`config.mk`:
```
export PLATFORM = sky130hd
export DESIGN_NAME = serial_compare_ctrl
export DESIGN_NICKNAME = d
export VERILOG_FILES = /design/src/rtl/serial_compare_ctrl.sv
export SDC_FILE = /design/constraint.sdc
export NUM_CORES = 1
export LEC_CHECK = 0
export CORE_MARGIN = 2
export CORE_UTILIZATION = 50
export DETAILED_ROUTE_END_ITERATION = 7
export GPL_TIMING_DRIVEN = 0
export PLACE_DENSITY_LB_ADDON = 0.1
export SETUP_SLACK_MARGIN = 0.4
export SLEW_MARGIN = 15
export SYNTH_ARGS = -nofsm -noshare
export SYNTH_HDL_FRONTEND = slang
export SYNTH_SLANG_ARGS = --single-unit
```
`constraint.sdc`:
```
create_clock -name clk -period 1.9 [get_ports clk]
set_input_delay 0.38 -clock clk [delete_from_list [all_inputs] [get_ports clk]]
set_output_delay 0.38 -clock clk [all_outputs]
set_load 0.05 [all_outputs]
```
`src/rtl/serial_compare_ctrl.sv`:
```
// Bit-serial MSB-first magnitude comparator controller: one bit per clock,
// early exit on the first differing bit, unsigned or two's-complement per op.
module serial_compare_ctrl #(
    parameter int WIDTH = 8
) (
    input  logic             clk,
    input  logic             rst,
    input  logic             start,
    input  logic             is_signed,
    input  logic [WIDTH-1:0] a,
    input  logic [WIDTH-1:0] b,
    output logic             busy,
    output logic             done,
    output logic             lt,
    output logic             gt,
    output logic             eq
);

    localparam int CNT_W = (WIDTH > 2) ? $clog2(WIDTH) : 1;
    localparam logic [CNT_W-1:0] CNT_MAX = CNT_W'(WIDTH - 1);

    typedef enum logic {
        IDLE    = 1'b0,
        COMPARE = 1'b1
    } state_t;

    state_t                 state, state_nxt;
    logic signed [WIDTH-1:0] a_sh;
    logic signed [WIDTH-1:0] b_sh;
    logic                   sgn;
    logic [CNT_W-1:0]       cnt;

    logic load;
    logic shift;
    logic fin;
    logic res_lt;
    logic res_gt;
    logic res_eq;
    logic abit;
    logic bbit;
    logic first_bit;

    // On a differing bit, A is greater when its bit is 1, except at the sign
    // bit of a signed compare where a 1 marks the negative (smaller) operand.
    function automatic logic decide_gt(input logic a_bit, input logic signed_op,
                                       input logic sign_pos);
        return a_bit ^ (signed_op & sign_pos);
    endfunction

    assign abit      = a_sh[WIDTH-1];
    assign bbit      = b_sh[WIDTH-1];
    assign first_bit = (cnt == CNT_MAX);
    assign busy      = (state == COMPARE);

    always_comb begin
        state_nxt = state;
        load      = 1'b0;
        shift     = 1'b0;
        fin       = 1'b0;
        res_lt    = 1'b0;
        res_gt    = 1'b0;
        res_eq    = 1'b0;
        case (state)
            IDLE: begin
                if (start) begin
                    load      = 1'b1;
                    state_nxt = COMPARE;
                end
            end
            COMPARE: begin
                if (abit != bbit) begin
                    fin       = 1'b1;
                    res_gt    = decide_gt(abit, sgn, first_bit);
                    res_lt    = ~decide_gt(abit, sgn, first_bit);
                    state_nxt = IDLE;
                end else if (cnt == '0) begin
                    fin       = 1'b1;
                    res_eq    = 1'b1;
                    state_nxt = IDLE;
                end else begin
                    shift     = 1'b1;
                end
            end
            default: state_nxt = IDLE;
        endcase
    end

    always_ff @(posedge clk or posedge rst) begin
        if (rst) begin
            state <= IDLE;
            a_sh  <= '0;
            b_sh  <= '0;
            sgn   <= 1'b0;
            cnt   <= '0;
            done  <= 1'b0;
            lt    <= 1'b0;
            gt    <= 1'b0;
            eq    <= 1'b0;
        end else begin
            state <= state_nxt;
            done  <= fin;
            if (load) begin
                a_sh <= a;
                b_sh <= b;
                sgn  <= is_signed;
                cnt  <= CNT_MAX;
                lt   <= 1'b0;
                gt   <= 1'b0;
                eq   <= 1'b0;
            end else if (shift) begin
                a_sh <= a_sh <<< 1;
                b_sh <= b_sh <<< 1;
                cnt  <= cnt - 1'b1;
            end else if (fin) begin
                lt <= res_lt;
                gt <= res_gt;
                eq <= res_eq;
            end
        end
    end

endmodule

```
==> flow_summary.toml, run 1 <==
[synth]
synth-async-reset-ratio_pct = 100
syn_nets = 122
synth_seq_cells = 25
seq_area_frac_synth_pct = 50.4
synth_area_per_cell_um2 = 12.5
synth-edff-count = 0
yosys_most_used_dff = "dfrtp_1"
yosysWarningCount = 0
syn-instance-count = 99
synth_area_um2 = 1240
ys_types = 29

[critical_path]
max_stage_delay_ns = 0.37
cp_data_required_time_ns = 2.17
path_class = "flop to flop"
crit_path_start = "cnt[1]"
r2r_end = "b_sh[4]"
r2r_cells = 6
worstSetupEndpoint = "b_sh[4]"
critPathCaptureType = "flop"
r2r_slack_ns = 0.40
critical-path-slowest-cell = "dfrtp_1"
r2r-start = "cnt[1]"
cp.arrival_ns = 1.77
path_cells = "inv_1 -> ha_4 -> nor2b_4 -> o31ai_4 -> buf_6 -> o221a_2"
crit_buf_inv = 2
worstSetupStartpointType = "flop"
path_depth = 6
path_max_fanout = 6
critical-path-top-delay-family = "compound AO/OA/AOI/OAI gates"

[clock_network]
cts.path.max_buffers = 2
root_buffer = "clkbuf_4"
cts_tree = "yes"
cts_max_level = 1
clk_pin_slew_ns = 0.13
clk_latency_ns = 0.31
ctsHoldBuffers = 0
cts_sinks = 25
cts_inserted_buffers = 3

[layout]
diodes = 0
fin_cells = 166
nNetsFinal = 160
final_layout_size_suffix_gt1_share_pct = 32.4
layout_commonest_cell = "dfrtp_1"
fin_area_um2 = 1720
area_growth_pct = 38.7
finish.utilization_pct = 71.4
final_cell_mix = "dfrtp_1 (22), clkdlybuf4s50_1 (19), or2b_1 (9)"

[floorplan]
die_y_um = 53.8
ios = 25
core_area_um2 = 2410
dieArea_um2 = 2900
die_width_um = 53.8
start_util_pct = 51.5
rows = 18

[global_routing]
grt_start_max_net_pins = 26
grtUsageTotal_pct = 18.5
grt_overflow = 0
grt_pass1_wl_um = 3790
grt_pass1_vias = 827
antenna_found_initial = 0

[routing]
routed_wirelength_um = 2370
post_drt_wl_per_cell_um = 14.3
first_pass_iters = 4
drtAntennaViolNets = 0
vias = 909
viasPerCell = 5.48
drt_iter0_markers = 7
post-route-drc-count = 0

[timing]
tightest_slew_ns = 0.930
slew_viol_final = 0
holdWs_ns = 0.492
max_slew_margin_pct = 37.9
rsz0062_at_grt = "true"
hold_viol_final = 0
fin_crit_ns = 1.50
fin_worst_skew_ns = 0.00205
worst_slack_ns = 0.397
tns_ns = 0
max_freq_mhz = 665
finalCritPeriodShare_pct = 79.1
setup_violations = 0

[power]
clkPwrFrac_pct = 8.3
leakagePower_nw = 0.729
share_comb_of_total_power_pct = 57.6
switching_share_pct = 38.1
p_total_mw = 2.87
ir_worst_vdd_v = 0.00107
seq_power_share_pct = 34.1
p_int_mw = 1.78
p_per_area_nw_per_um2 = 1670
p_switching_mw = 1.09

[worst_hold_path]
hp-start = "sgn"
hp-class = "flop to flop"

[place]
place_area_um2 = 1530
placed_cells = 153
place_ws_ns = -0.00793
gp_congestion = 0.757
place_hpwl_um = 1560
portBuffers = 24

[job]
max_cap_violations = 0

[outcome]
status = "finished clean"
==> power by group through the flow <==
stage	clock [mW]	combinational, mW	sequential, mW
after floorplan	0	0.922	1.04
after global placement	0	1.27	0.959
after detailed placement	0	1.30	0.966
after CTS	0.248	1.46	0.959
after global routing	0.264	1.78	1.01
final	0.238	1.65	0.978
==> cell type report <==
cell class | count | area (µm²)
well taps | 30 | 37.5
fillers | 177 | 688
repair buffers | 33 | 328
plain buffers | 4 | 41.3
flip-flops and latches | 25 | 629
clock buffers | 4 | 26.3
multi-input cells | 66 | 644
inverters | 4 | 15.0
==> worst min path at each step <==
| stage | to | cells past startpoint |
|---|---|---|
| global route | sgn | 2 |
| floorplan | a_sh[0] | 1 |
| CTS | sgn | 2 |
| detailed placement | sgn | 2 |
| global placement | sgn | 2 |
| finish | sgn | 2 |
==> cell families after synthesis <==
family,Yosys count,synth area share (%)
compound gates,24,19.7
xor+xnor,2,2.62
fa+ha+maj,3,3.02
buf+inv,8,3.93
flops,25,50.4
mux,4,3.63
simple gates,33,16.7
==> registers in the layout, summed over array words and instances (netlist names) <==
register / flops
gt: 1
a_sh: 8
cnt: 3
lt: 1
eq: 1
sgn: 1
done: 1
b_sh: 8
busy: 1
==> tightest hold or removal path: stages (launching register included) <==
cell and delay (ns):
dfrtp_1 0.37, nand2_1 0.05, nand2_1 0.05
==> timing repair <==
action,CTS,global route
cloned,1,0
gates resized for setup,24,10
pin swaps,2,11
endpoints found under the setup margin,23,16
endpoints found under the hold margin,0,0
setup buffers,5,3
==> cell usage after synthesis, types with 2 or more instances <==
cell type,number,area share (%)
nand2b_1,8,4.0
nand2_1,4,1.2
inv_1,4,1.2
nand3_1,2,0.81
ha_1,3,3.0
or2b_1,9,5.4
dfrtp_1,25,50
buf_6,2,1.8
o221a_1,8,7.3
nor2_1,3,0.91
and2_1,2,1.0
o221a_2,6,5.4
mux2i_1,3,2.4
a22o_1,2,1.4
a31o_2,3,2.1
a21oi_1,2,0.81
==> routing by layer <==
metal  up-vias  routed length, µm  global-route usage [%]
met5         -                  0                       0
met4         0                 31                    6.41
met3         4                103                    2.50
met2        21               1160                    31.1
met1       448               1070                    24.2
li1        436                  -                       -
No activity file was read; power rests on OpenSTA's default activity.
==> inputs of run 2 (changes only) <==
==> constraint.sdc (replaced) <==
create_clock -name clk -period 1.45 [get_ports clk]
set_input_delay 0.29 -clock clk [delete_from_list [all_inputs] [get_ports clk]]
set_output_delay 0.29 -clock clk [all_outputs]
set_load 0.05 [all_outputs]
==> flow_summary.toml, run 2 (synthesis gave the netlist of run 1 again) <==
[outcome]
status = "finished with violations"
violations = "setup timing"

[critical_path]
path_cells = "xor2_4 -> o31ai_4 -> buf_6 -> o221a_4"
cp_data_required_time_ns = 1.73
max_stage_delay_ns = 0.52
path_class = "flop to flop"
r2r_end = "b_sh[7]"
path_max_fanout = 6
r2r_cells = 4
cp.arrival_ns = 1.77
critPathCaptureType = "flop"
r2r-start = "b_sh[7]"
critical-path-slowest-cell = "dfrtp_2"
r2r_slack_ns = -0.03
worstSetupStartpointType = "flop"

[timing]
tns_ns = -0.243
tightest_slew_ns = 0.549
max_freq_mhz = 674
hold_viol_final = 0
worst_slack_ns = -0.0334
setup_violations = 13
rsz0062_at_grt = "true"
finalCritPeriodShare_pct = 102
fin_worst_skew_ns = 0.00842
max_slew_margin_pct = 63.3
fin_crit_ns = 1.48
slew_viol_final = 0

[power]
share_comb_of_total_power_pct = 63.0
switching_share_pct = 38.3
p_per_area_nw_per_um2 = 2290
ir_worst_vdd_v = 0.00161
p_switching_mw = 1.73
seq_power_share_pct = 29.8
leakagePower_nw = 0.832
clkPwrFrac_pct = 7.2
p_total_mw = 4.51
p_int_mw = 2.78

[clock_network]
cts_sinks = 25
clk_pin_slew_ns = 0.14
cts_max_level = 1
cts.path.max_buffers = 2
clk_latency_ns = 0.33
cts_tree = "yes"
cts_inserted_buffers = 3
root_buffer = "clkbuf_4"

[floorplan]
dieArea_um2 = 2900
core_area_um2 = 2410
ios = 25
start_util_pct = 51.5
rows = 18
die_y_um = 53.8
die_width_um = 53.8

[layout]
area_growth_pct = 58.5
nNetsFinal = 173
fin_area_um2 = 1970
finish.utilization_pct = 81.6
diodes = 0
layout_commonest_cell = "dfrtp_1"
nFillCells = 142
final_cell_mix = "dfrtp_1 (22), clkdlybuf4s50_1 (19), buf_6 (14)"
reg_top3 = "a_sh: 8 flops, b_sh: 8 flops, cnt: 3 flops"
final_layout_size_suffix_gt1_share_pct = 43.6

[global_routing]
antenna_found_initial = 0
grtUsageTotal_pct = 21.3
grt_overflow = 0
grt_pass1_wl_um = 4280
grt_pass1_vias = 958
grt_start_max_net_pins = 26

[worst_hold_path]
hp-class = "input pin to asynchronous set/reset pin"

[place]
gp_congestion = 0.700
place_hpwl_um = 1660
portBuffers = 24
place_area_um2 = 1550

[routing]
post_drt_wl_per_cell_um = 17.0
routed_wirelength_um = 3040
drtAntennaViolNets = 0
post-route-drc-count = 0
drt_iter0_markers = 8
first_pass_iters = 4
viasPerCell = 5.48
vias = 981

[job]
max_cap_violations = 0
-- run 2: cell count changes in the layout (fill, tap and decap cells not counted), sizes merged --
cell           change
clkinvlp           +1
buf               +17
inv                -1
clkdlybuf4s15      -4
-- run 2: worst max-delay path by stage --
stage | startpoint | end | slack (ns) | cells past startpoint
detailed placement | start | a_sh[5] | -0.26 | 5
finish | b_sh[7] | b_sh[7] | -0.03 | 4
CTS | cnt[1] | b_sh[2] | -0.03 | 6
global route | b_sh[7] | b_sh[7] | -0.10 | 4
floorplan | busy | a_sh[1] | -0.003 | 5
global placement | start | a_sh[4] | -0.27 | 5
-- run 2: per-layer routing --
metal | global-route usage, % | vias up | part of all wire (%)
li1 | - | 464 | -
met1 | 26.6 | 486 | 45
met2 | 36.8 | 22 | 50
met3 | 2.50 | 9 | 3.2
met4 | 8.97 | 0 | 2.2
met5 | 0 | - | 0
-- run 2: cell type report --
| cell class | count | area, µm² | area share, % |
|---|---|---|---|
| buffer | 4 | 51.3 | 2.61 |
| clock buffer | 4 | 26.3 | 1.34 |
| inverter | 4 | 18.8 | 0.954 |
| multi-input combinational | 66 | 746 | 37.9 |
| sequential | 25 | 629 | 32.0 |
| tap | 30 | 37.5 | 1.91 |
| timing repair buffer | 46 | 458 | 23.3 |
-- run 2: what timing repair did --
item | 4_1_cts | 5_1_grt
hold buffers | 0 | 0
pin swaps | 15 | 6
resized for setup | 57 | 14
buffers inserted | 11 | 9
endpoints found under the setup margin | 54 | 30
cloned | 2 | 0
hold endpoints to repair | 0 | 0
-- run 2: per-stage QoR --
stage          instances  hold WS, ns  setup WS (ns)
2_1_floorplan         99        0.317       -0.00299
3_3_place_gp         153        0.467         -0.266
3_5_place_dp         153        0.477         -0.257
4_1_cts              170        0.352        -0.0290
5_1_grt              179        0.373         -0.101
6_report             179        0.331        -0.0334
-- run 2: critical path: cells and delay by family, from the launching register on --
kind | cells | cell delay (ns)
AOI/OAI and AO/OA | 2 | 0.51
xor gates and xnor gates | 1 | 0.20
buffers and inverters | 1 | 0.20
DFF | 1 | 0.52
-- run 2: power groups by stage --
stage	combinational [mW]	sequential, mW	clock [mW]
floorplan	1.23	1.37	0
global placement	1.69	1.27	0
detailed placement	1.73	1.28	0
CTS	2.35	1.33	0.316
global route	3.02	1.39	0.355
finish	2.84	1.34	0.323
